### src/rtl/uart_pkg.sv
// uart_pkg: shared UART defaults, count-width helper and read-mode constants
package uart_pkg;
    localparam int DATA_SIZE_DEF = 8;
    localparam bit FWFT_ON = 1'b1;
    localparam bit FWFT_OFF = 1'b0;
    function automatic int cw_f(input int n);
        return $clog2(n + 1);
    endfunction
endpackage

### src/rtl/uart_fifo_flags_if.sv
// uart_fifo_flags_if: host-side FIFO bus, master drives requests, slave returns data and flags
interface uart_fifo_flags_if import uart_pkg::*; #(
    parameter int DATA_SIZE = DATA_SIZE_DEF,
    parameter int SIZE_FIFO = 16
);
    localparam int CW = cw_f(SIZE_FIFO);
    logic s_tick, wr, rd, clr_err;
    logic [DATA_SIZE-1:0] w_data, r_data;
    logic r_valid, full, empty, almost_full, almost_empty, overflow, underflow;
    logic [CW-1:0] count;
    modport master (
        output s_tick, w_data, wr, rd, clr_err,
        input r_data, r_valid, count, full, empty, almost_full, almost_empty, overflow, underflow
    );
    modport slave (
        input s_tick, w_data, wr, rd, clr_err,
        output r_data, r_valid, count, full, empty, almost_full, almost_empty, overflow, underflow
    );
endinterface

### src/rtl/uart_fifo_flags_mem.sv
// uart_fifo_mem: register array with one sync write port and one async read port
module uart_fifo_mem #(
    parameter int DATA_SIZE = 8,
    parameter int DEPTH = 16,
    parameter int AW = 4
) (
    input logic clk,
    input logic we,
    input logic [AW-1:0] waddr,
    input logic [DATA_SIZE-1:0] wdata,
    input logic [AW-1:0] raddr,
    output logic [DATA_SIZE-1:0] rdata
);
    logic [DATA_SIZE-1:0] mem [DEPTH];
    always_ff @(posedge clk) begin
        if (we) mem[waddr] <= wdata;
    end
    assign rdata = mem[raddr];
endmodule

### src/rtl/uart_fifo_flags.sv
// uart_fifo_flags: parametrised UART FIFO with fill count, thresholds, sticky errors and read mode
module uart_fifo_flags import uart_pkg::*; #(
    parameter int DATA_SIZE = DATA_SIZE_DEF,
    parameter int SIZE_FIFO = 16,
    parameter int AF_LEVEL = 12,
    parameter int AE_LEVEL = 2,
    parameter bit FWFT = FWFT_ON
) (
    input logic clk,
    input logic reset,
    uart_fifo_flags_if.slave bus
);
    localparam int CW = cw_f(SIZE_FIFO);
    localparam int AW = $clog2(SIZE_FIFO);
    if (AF_LEVEL < 1 || AF_LEVEL > SIZE_FIFO) begin : g_af_bad
        $error("uart_fifo_flags: AF_LEVEL out of range");
    end
    if (AE_LEVEL < 0 || AE_LEVEL > SIZE_FIFO - 1) begin : g_ae_bad
        $error("uart_fifo_flags: AE_LEVEL out of range");
    end
    logic [AW-1:0] wr_ptr, rd_ptr;
    logic [CW-1:0] cnt, cnt_nxt;
    logic [DATA_SIZE-1:0] head, rd_q;
    logic rv_q, do_rd, do_wr;
    uart_fifo_mem #(.DATA_SIZE(DATA_SIZE), .DEPTH(SIZE_FIFO), .AW(AW)) u_mem (
        .clk(clk),
        .we(do_wr),
        .waddr(wr_ptr),
        .wdata(bus.w_data),
        .raddr(rd_ptr),
        .rdata(head)
    );
    // a full FIFO still accepts a write when a pop frees a slot in the same cycle
    always_comb begin
        do_rd = bus.s_tick & bus.rd & ~bus.empty;
        do_wr = bus.s_tick & bus.wr & (~bus.full | do_rd);
        cnt_nxt = (do_wr & ~do_rd) ? cnt + CW'(1) : (do_rd & ~do_wr) ? cnt - CW'(1) : cnt;
    end
    always_ff @(posedge clk) begin
        if (reset) begin
            wr_ptr <= '0;
            rd_ptr <= '0;
            cnt <= '0;
            bus.empty <= 1'b1;
            bus.full <= 1'b0;
            bus.almost_empty <= 1'b1;
            bus.almost_full <= 1'b0;
            bus.overflow <= 1'b0;
            bus.underflow <= 1'b0;
            rd_q <= '0;
            rv_q <= 1'b0;
        end else begin
            if (do_wr) wr_ptr <= (wr_ptr == AW'(SIZE_FIFO - 1)) ? '0 : wr_ptr + AW'(1);
            if (do_rd) rd_ptr <= (rd_ptr == AW'(SIZE_FIFO - 1)) ? '0 : rd_ptr + AW'(1);
            if (do_rd) rd_q <= head;
            rv_q <= do_rd;
            cnt <= cnt_nxt;
            bus.empty <= cnt_nxt == '0;
            bus.full <= cnt_nxt == CW'(SIZE_FIFO);
            bus.almost_empty <= cnt_nxt <= CW'(AE_LEVEL);
            bus.almost_full <= cnt_nxt >= CW'(AF_LEVEL);
            bus.overflow <= (bus.overflow & ~bus.clr_err) | (bus.s_tick & bus.wr & ~do_wr);
            bus.underflow <= (bus.underflow & ~bus.clr_err) | (bus.s_tick & bus.rd & bus.empty);
        end
    end
    assign bus.count = cnt;
    assign bus.r_data = (FWFT == FWFT_ON) ? head : rd_q;
    assign bus.r_valid = (FWFT == FWFT_ON) ? ~bus.empty : rv_q;
endmodule

### src/flat_wrapper.sv
// flat-port wrapper written by rule: the top's interface ports become plain ports
module uart_fifo_flags_flat import uart_pkg::*;
#(
    parameter int DATA_SIZE = DATA_SIZE_DEF,
    parameter int SIZE_FIFO = 16,
    parameter int AF_LEVEL = 12,
    parameter int AE_LEVEL = 2,
    parameter bit FWFT = FWFT_ON
)
  (clk, reset, bus_s_tick, bus_w_data, bus_wr, bus_rd, bus_clr_err, bus_r_data, bus_r_valid, bus_count, bus_full, bus_empty, bus_almost_full, bus_almost_empty, bus_overflow, bus_underflow);
  uart_fifo_flags_if #(.DATA_SIZE(DATA_SIZE), .SIZE_FIFO(SIZE_FIFO)) bus_i ();
  input logic clk;
  input logic reset;
  input wire logic [$bits(bus_i.s_tick)-1:0] bus_s_tick;
  input wire logic [$bits(bus_i.w_data)-1:0] bus_w_data;
  input wire logic [$bits(bus_i.wr)-1:0] bus_wr;
  input wire logic [$bits(bus_i.rd)-1:0] bus_rd;
  input wire logic [$bits(bus_i.clr_err)-1:0] bus_clr_err;
  output wire logic [$bits(bus_i.r_data)-1:0] bus_r_data;
  output wire logic [$bits(bus_i.r_valid)-1:0] bus_r_valid;
  output wire logic [$bits(bus_i.count)-1:0] bus_count;
  output wire logic [$bits(bus_i.full)-1:0] bus_full;
  output wire logic [$bits(bus_i.empty)-1:0] bus_empty;
  output wire logic [$bits(bus_i.almost_full)-1:0] bus_almost_full;
  output wire logic [$bits(bus_i.almost_empty)-1:0] bus_almost_empty;
  output wire logic [$bits(bus_i.overflow)-1:0] bus_overflow;
  output wire logic [$bits(bus_i.underflow)-1:0] bus_underflow;
  assign bus_i.s_tick = bus_s_tick;
  assign bus_i.w_data = bus_w_data;
  assign bus_i.wr = bus_wr;
  assign bus_i.rd = bus_rd;
  assign bus_i.clr_err = bus_clr_err;
  assign bus_r_data = bus_i.r_data;
  assign bus_r_valid = bus_i.r_valid;
  assign bus_count = bus_i.count;
  assign bus_full = bus_i.full;
  assign bus_empty = bus_i.empty;
  assign bus_almost_full = bus_i.almost_full;
  assign bus_almost_empty = bus_i.almost_empty;
  assign bus_overflow = bus_i.overflow;
  assign bus_underflow = bus_i.underflow;
  uart_fifo_flags #(.DATA_SIZE(DATA_SIZE), .SIZE_FIFO(SIZE_FIFO), .AF_LEVEL(AF_LEVEL), .AE_LEVEL(AE_LEVEL), .FWFT(FWFT)) u_core (.clk(clk), .reset(reset), .bus(bus_i));
endmodule
### config.mk
export PLATFORM = sky130hd
export DESIGN_NAME = uart_fifo_flags_flat
export DESIGN_NICKNAME = d
export VERILOG_FILES = /design/src/rtl/uart_pkg.sv /design/src/rtl/uart_fifo_flags_if.sv /design/src/rtl/uart_fifo_flags_mem.sv /design/src/rtl/uart_fifo_flags.sv /design/src/flat_wrapper.sv
export SDC_FILE = /design/constraint.sdc
export NUM_CORES = 1
export LEC_CHECK = 0
export CAP_MARGIN = 20
export CORE_MARGIN = 2
export CORE_UTILIZATION = 40
export CTS_BUF_LIST = sky130_fd_sc_hd__clkbuf_2 sky130_fd_sc_hd__clkbuf_4 sky130_fd_sc_hd__clkbuf_8
export DETAILED_ROUTE_END_ITERATION = 8
export PLACE_DENSITY = 0.53
export SKIP_CTS_REPAIR_TIMING = 1
export SLEW_MARGIN = 10
export SYNTH_ARGS = -nofsm -noshare
export SYNTH_HDL_FRONTEND = slang
export SYNTH_HIERARCHICAL = 1
export SYNTH_SLANG_ARGS = --single-unit
export TNS_END_PERCENT = 10
### constraint.sdc
create_clock -name clk -period 3.1 [get_ports clk]
set_input_delay 0.465 -clock clk [delete_from_list [all_inputs] [get_ports clk]]
set_output_delay 0.465 -clock clk [all_outputs]
set_load 0.01 [all_outputs]
==> run metrics, run 1 <==
outcome=finished clean; Detail Placement HPWL=just over 8000 um; Clk pwr share=between 30% and 40%; Clock Tree Buf Depth=2; Root Buffer=clkbuf_8; IO Pins=34; routability cong.=approximately 0.75; Net Sw Frac=about a fifth; starting density of the core=between 40% and 50%; Crit path largest cell delay=0.63 ns; die width=between 100 and 150 um; Synth area leader=edfxtp_1; register area share after synthesis=70.88%; Worst Max-Slew Pin Slew=roughly 0.67 ns; share of cells above drive strength 1=between 20% and 30%; Area growth, synth to finish=17.89%; Int Power=just under 0.003 W; Met3 Wirelength=between 400 and 500 um; max-cap viol count=0; # rows=44; worst path arrival time=2.52 ns; Final Max Slew Viols=0; crit end category=output port; clock slew seen by the registers of the worst setup and hold paths=about 0.070 ns; Power, Total=about 0.0038 W; worst skew pair latency=0.43 ns; Avg WL per Cell=about 21 um; Synth Area per Inst=about 19 um2; Die Y=126.1 um; crit path max-delay cell type=mux4_1; Tcrit/Tclk final=a little over nine tenths; core area=roughly 15000 um2; syn_nets=340; worst path cell trace=buf_12 -> mux4_1 -> a22oi_1 -> nand2_1 -> clkdlybuf4s50_1; count leader, synth=edfxtp_1; vias=around 3200; largest net degree at the start of global routing=27; DR pass1 iterations=4; ANT nets after route=0; first-pass GRT wire length=around 19000 um; Peak supply drop=0.0002511 V; top_reg_cell synth=edfxtp_1; initial DRC count=between 300 and 400; Yosys reg bits=147; fin nets=roughly 400; cells taking the most area after synthesis=edfxtp_1, mux4_2, dfxtp_1, mux4_1, a22oi_1; unrepaired setup endpoints after global routing=false; initial antenna violation count=0; kind of critical path=reg2out; Final min period=between 2 and 3 ns; area share of the largest cell type after synthesis=64.50%; # port buffers=33; GRT Util Overall=about 17%; Net Sw Power=a little under 0.0008 W; n_diodes=0; relative slew slack=roughly 55%; Mapped Cells=322; vias in the first global route=3244; crit-path max FO=16; power per cell area=536.1 nW/um2; Clock Sinks=147; Synth Cell Area=a little under 6000 um2; final WL=12470 um; die area=15890 um2; required time of the critical path=2.63 ns; met1 WL=around 5800 um; CTS tree=built; power share of the sequential group=58.2%; Setup crit start kind=register; H-tree depth=4; Yosys warnings=6; Avg Vias per Cell=5.430; Final setup viols=0; detailed-route DRC error count=0; count of final hold-check violations=0; Post-synth EDFFs=128; commonest cells in the synthesized netlist=edfxtp_1, nor2_1, dfxtp_1; met2 WL=approximately 6100 um; hold slack=0.4705 ns; Clock Skew=~0.0075 ns; Leak Pwr=about 2.3 nW; Highest Clock Rate=roughly 340 MHz; Unique masters post-synth=47; overflow left after global routing=0; HP Class=reg2reg; asr flop ratio synth=0%; cts bufs inserted=17; Top Layer Used=met4; combinational share of power=under 10%
[cell families (layout without fill, tap and decap cells)]
logic type                 after synthesis  in the layout  synth area share, %
AOI/OAI and AO/OA                       39             39                4.892
xor gates and xnor gates                 5              5               0.8610
adders and majority gates                4              4               0.8398
buffers and inverters                   17             97                2.015
DFF                                    147            147                70.88
muxes                                   36             36                13.86
and+or+nand+nor                         74             74                6.656
[critical path: cells and delay by family, from the launching register on]
kind / cells / cell delay [ns]
buffers and inverters: 2 / 0.67
muxes: 1 / 0.63
DFF: 1 / 0.42
AOI/OAI and AO/OA: 1 / 0.27
and+or+nand+nor: 1 / 0.08
[sequential cells by signal (all words and copies together) (netlist names), 4 cells and up]
name / flops
u_core/rd_ptr: 4
u_core/u_mem/mem: 128
u_core/bus.count: 5
u_core/wr_ptr: 4
[layout make-up]
cell class	instances	area [um2]
well taps	184	230.2
clock buffers	24	286.5
repair buffers	62	573.1
inverters	4	15.01
clock inverters	7	60.06
multi-input cells	158	1633
flip-flops and latches	147	4228
fillers	1261	7508
[placed cells by master (no fill, tap or decap), types with 4 or more instances in the layout]
master / Yosys / final
dfxtp_1: 19 / 18
mux4_1: 14 / 14
mux4_2: 18 / 18
clkbuf_4: 0 / 7
clkdlybuf4s50_1: 0 / 33
ha_1: 4 / 4
edfxtp_1: 128 / 128
nand2b_1: 6 / 6
buf_4: 1 / 27
nand3_1: 5 / 5
a22oi_1: 17 / 14
clkbuf_8: 0 / 17
nand2_1: 16 / 16
a21oi_1: 10 / 10
nor3_1: 5 / 5
nor2_1: 24 / 23
[stage by stage]
stage | setup WS, ns | utilization (%) | area (um2) | TNS [ns] | instances
6_report | 0.1172 | 48.34 | 7025 | 0 | 586
5_1_grt | 0.01260 | 48.34 | 7025 | 0 | 586
4_1_cts | -0.008550 | 48.05 | 6983 | -0.01391 | 583
3_5_place_dp | 0.4609 | 45.66 | 6636 | 0 | 552
3_3_place_gp | 0.4748 | 45.66 | 6636 | 0 | 552
2_1_floorplan | 0.6950 | - | 5959 | 0 | 322
[per-layer routing]
metal / global-route usage [%] / vias to the layer above
li1: - / 1443
met1: 23.02 / 1664
met2: 26.19 / 64
met3: 4.291 / 11
met4: 6.206 / 0
met5: 0 / -
[power groups by stage]
stage | Combinational, W | Clock, W | Sequential [W]
floorplan | 0.000131 | 0 | 0.00223
detailed placement | 0.000249 | 0 | 0.00224
global placement | 0.000246 | 0 | 0.00224
finish | 0.000252 | 0.00132 | 0.00219
global route | 0.000275 | 0.00144 | 0.00219
CTS | 0.000250 | 0.00136 | 0.00219
[path summary, 6_finish.rpt]
check	startpoint	slack, ns	cells after the start	endpoint
worst max register to register	u_core/bus.empty	1.17	5	u_core/u_mem/mem[0][4]
worst min register to register	u_core/bus.overflow	0.47	2	u_core/bus.overflow
worst min-delay path	u_core/bus.overflow	0.47	2	u_core/bus.overflow
worst max-delay path	u_core/rd_ptr[0]	0.12	5	bus_r_data[2]
(Power assumes the default switching activity.)
==> run 2, diff against run 1 <==
--- a/config.mk
+++ b/config.mk
@@ -11,7 +11,6 @@
 export CTS_BUF_LIST = sky130_fd_sc_hd__clkbuf_2 sky130_fd_sc_hd__clkbuf_4 sky130_fd_sc_hd__clkbuf_8
 export DETAILED_ROUTE_END_ITERATION = 8
 export PLACE_DENSITY = 0.53
-export SKIP_CTS_REPAIR_TIMING = 1
 export SLEW_MARGIN = 10
 export SYNTH_ARGS = -nofsm -noshare
 export SYNTH_HDL_FRONTEND = slang
==> results of run 2 <==
The final DEF is identical to that of run 1; final timing and power are the same.
==> run 3, diff against run 2 <==
--- a/config.mk
+++ b/config.mk
@@ -9,6 +9,7 @@
 export CORE_MARGIN = 2
 export CORE_UTILIZATION = 40
 export CTS_BUF_LIST = sky130_fd_sc_hd__clkbuf_2 sky130_fd_sc_hd__clkbuf_4 sky130_fd_sc_hd__clkbuf_8
+export CTS_CLUSTER_SIZE = 30
 export DETAILED_ROUTE_END_ITERATION = 8
 export PLACE_DENSITY = 0.53
 export SLEW_MARGIN = 10
==> results of run 3 <==
The final DEF is identical to that of run 1; final timing and power are the same.
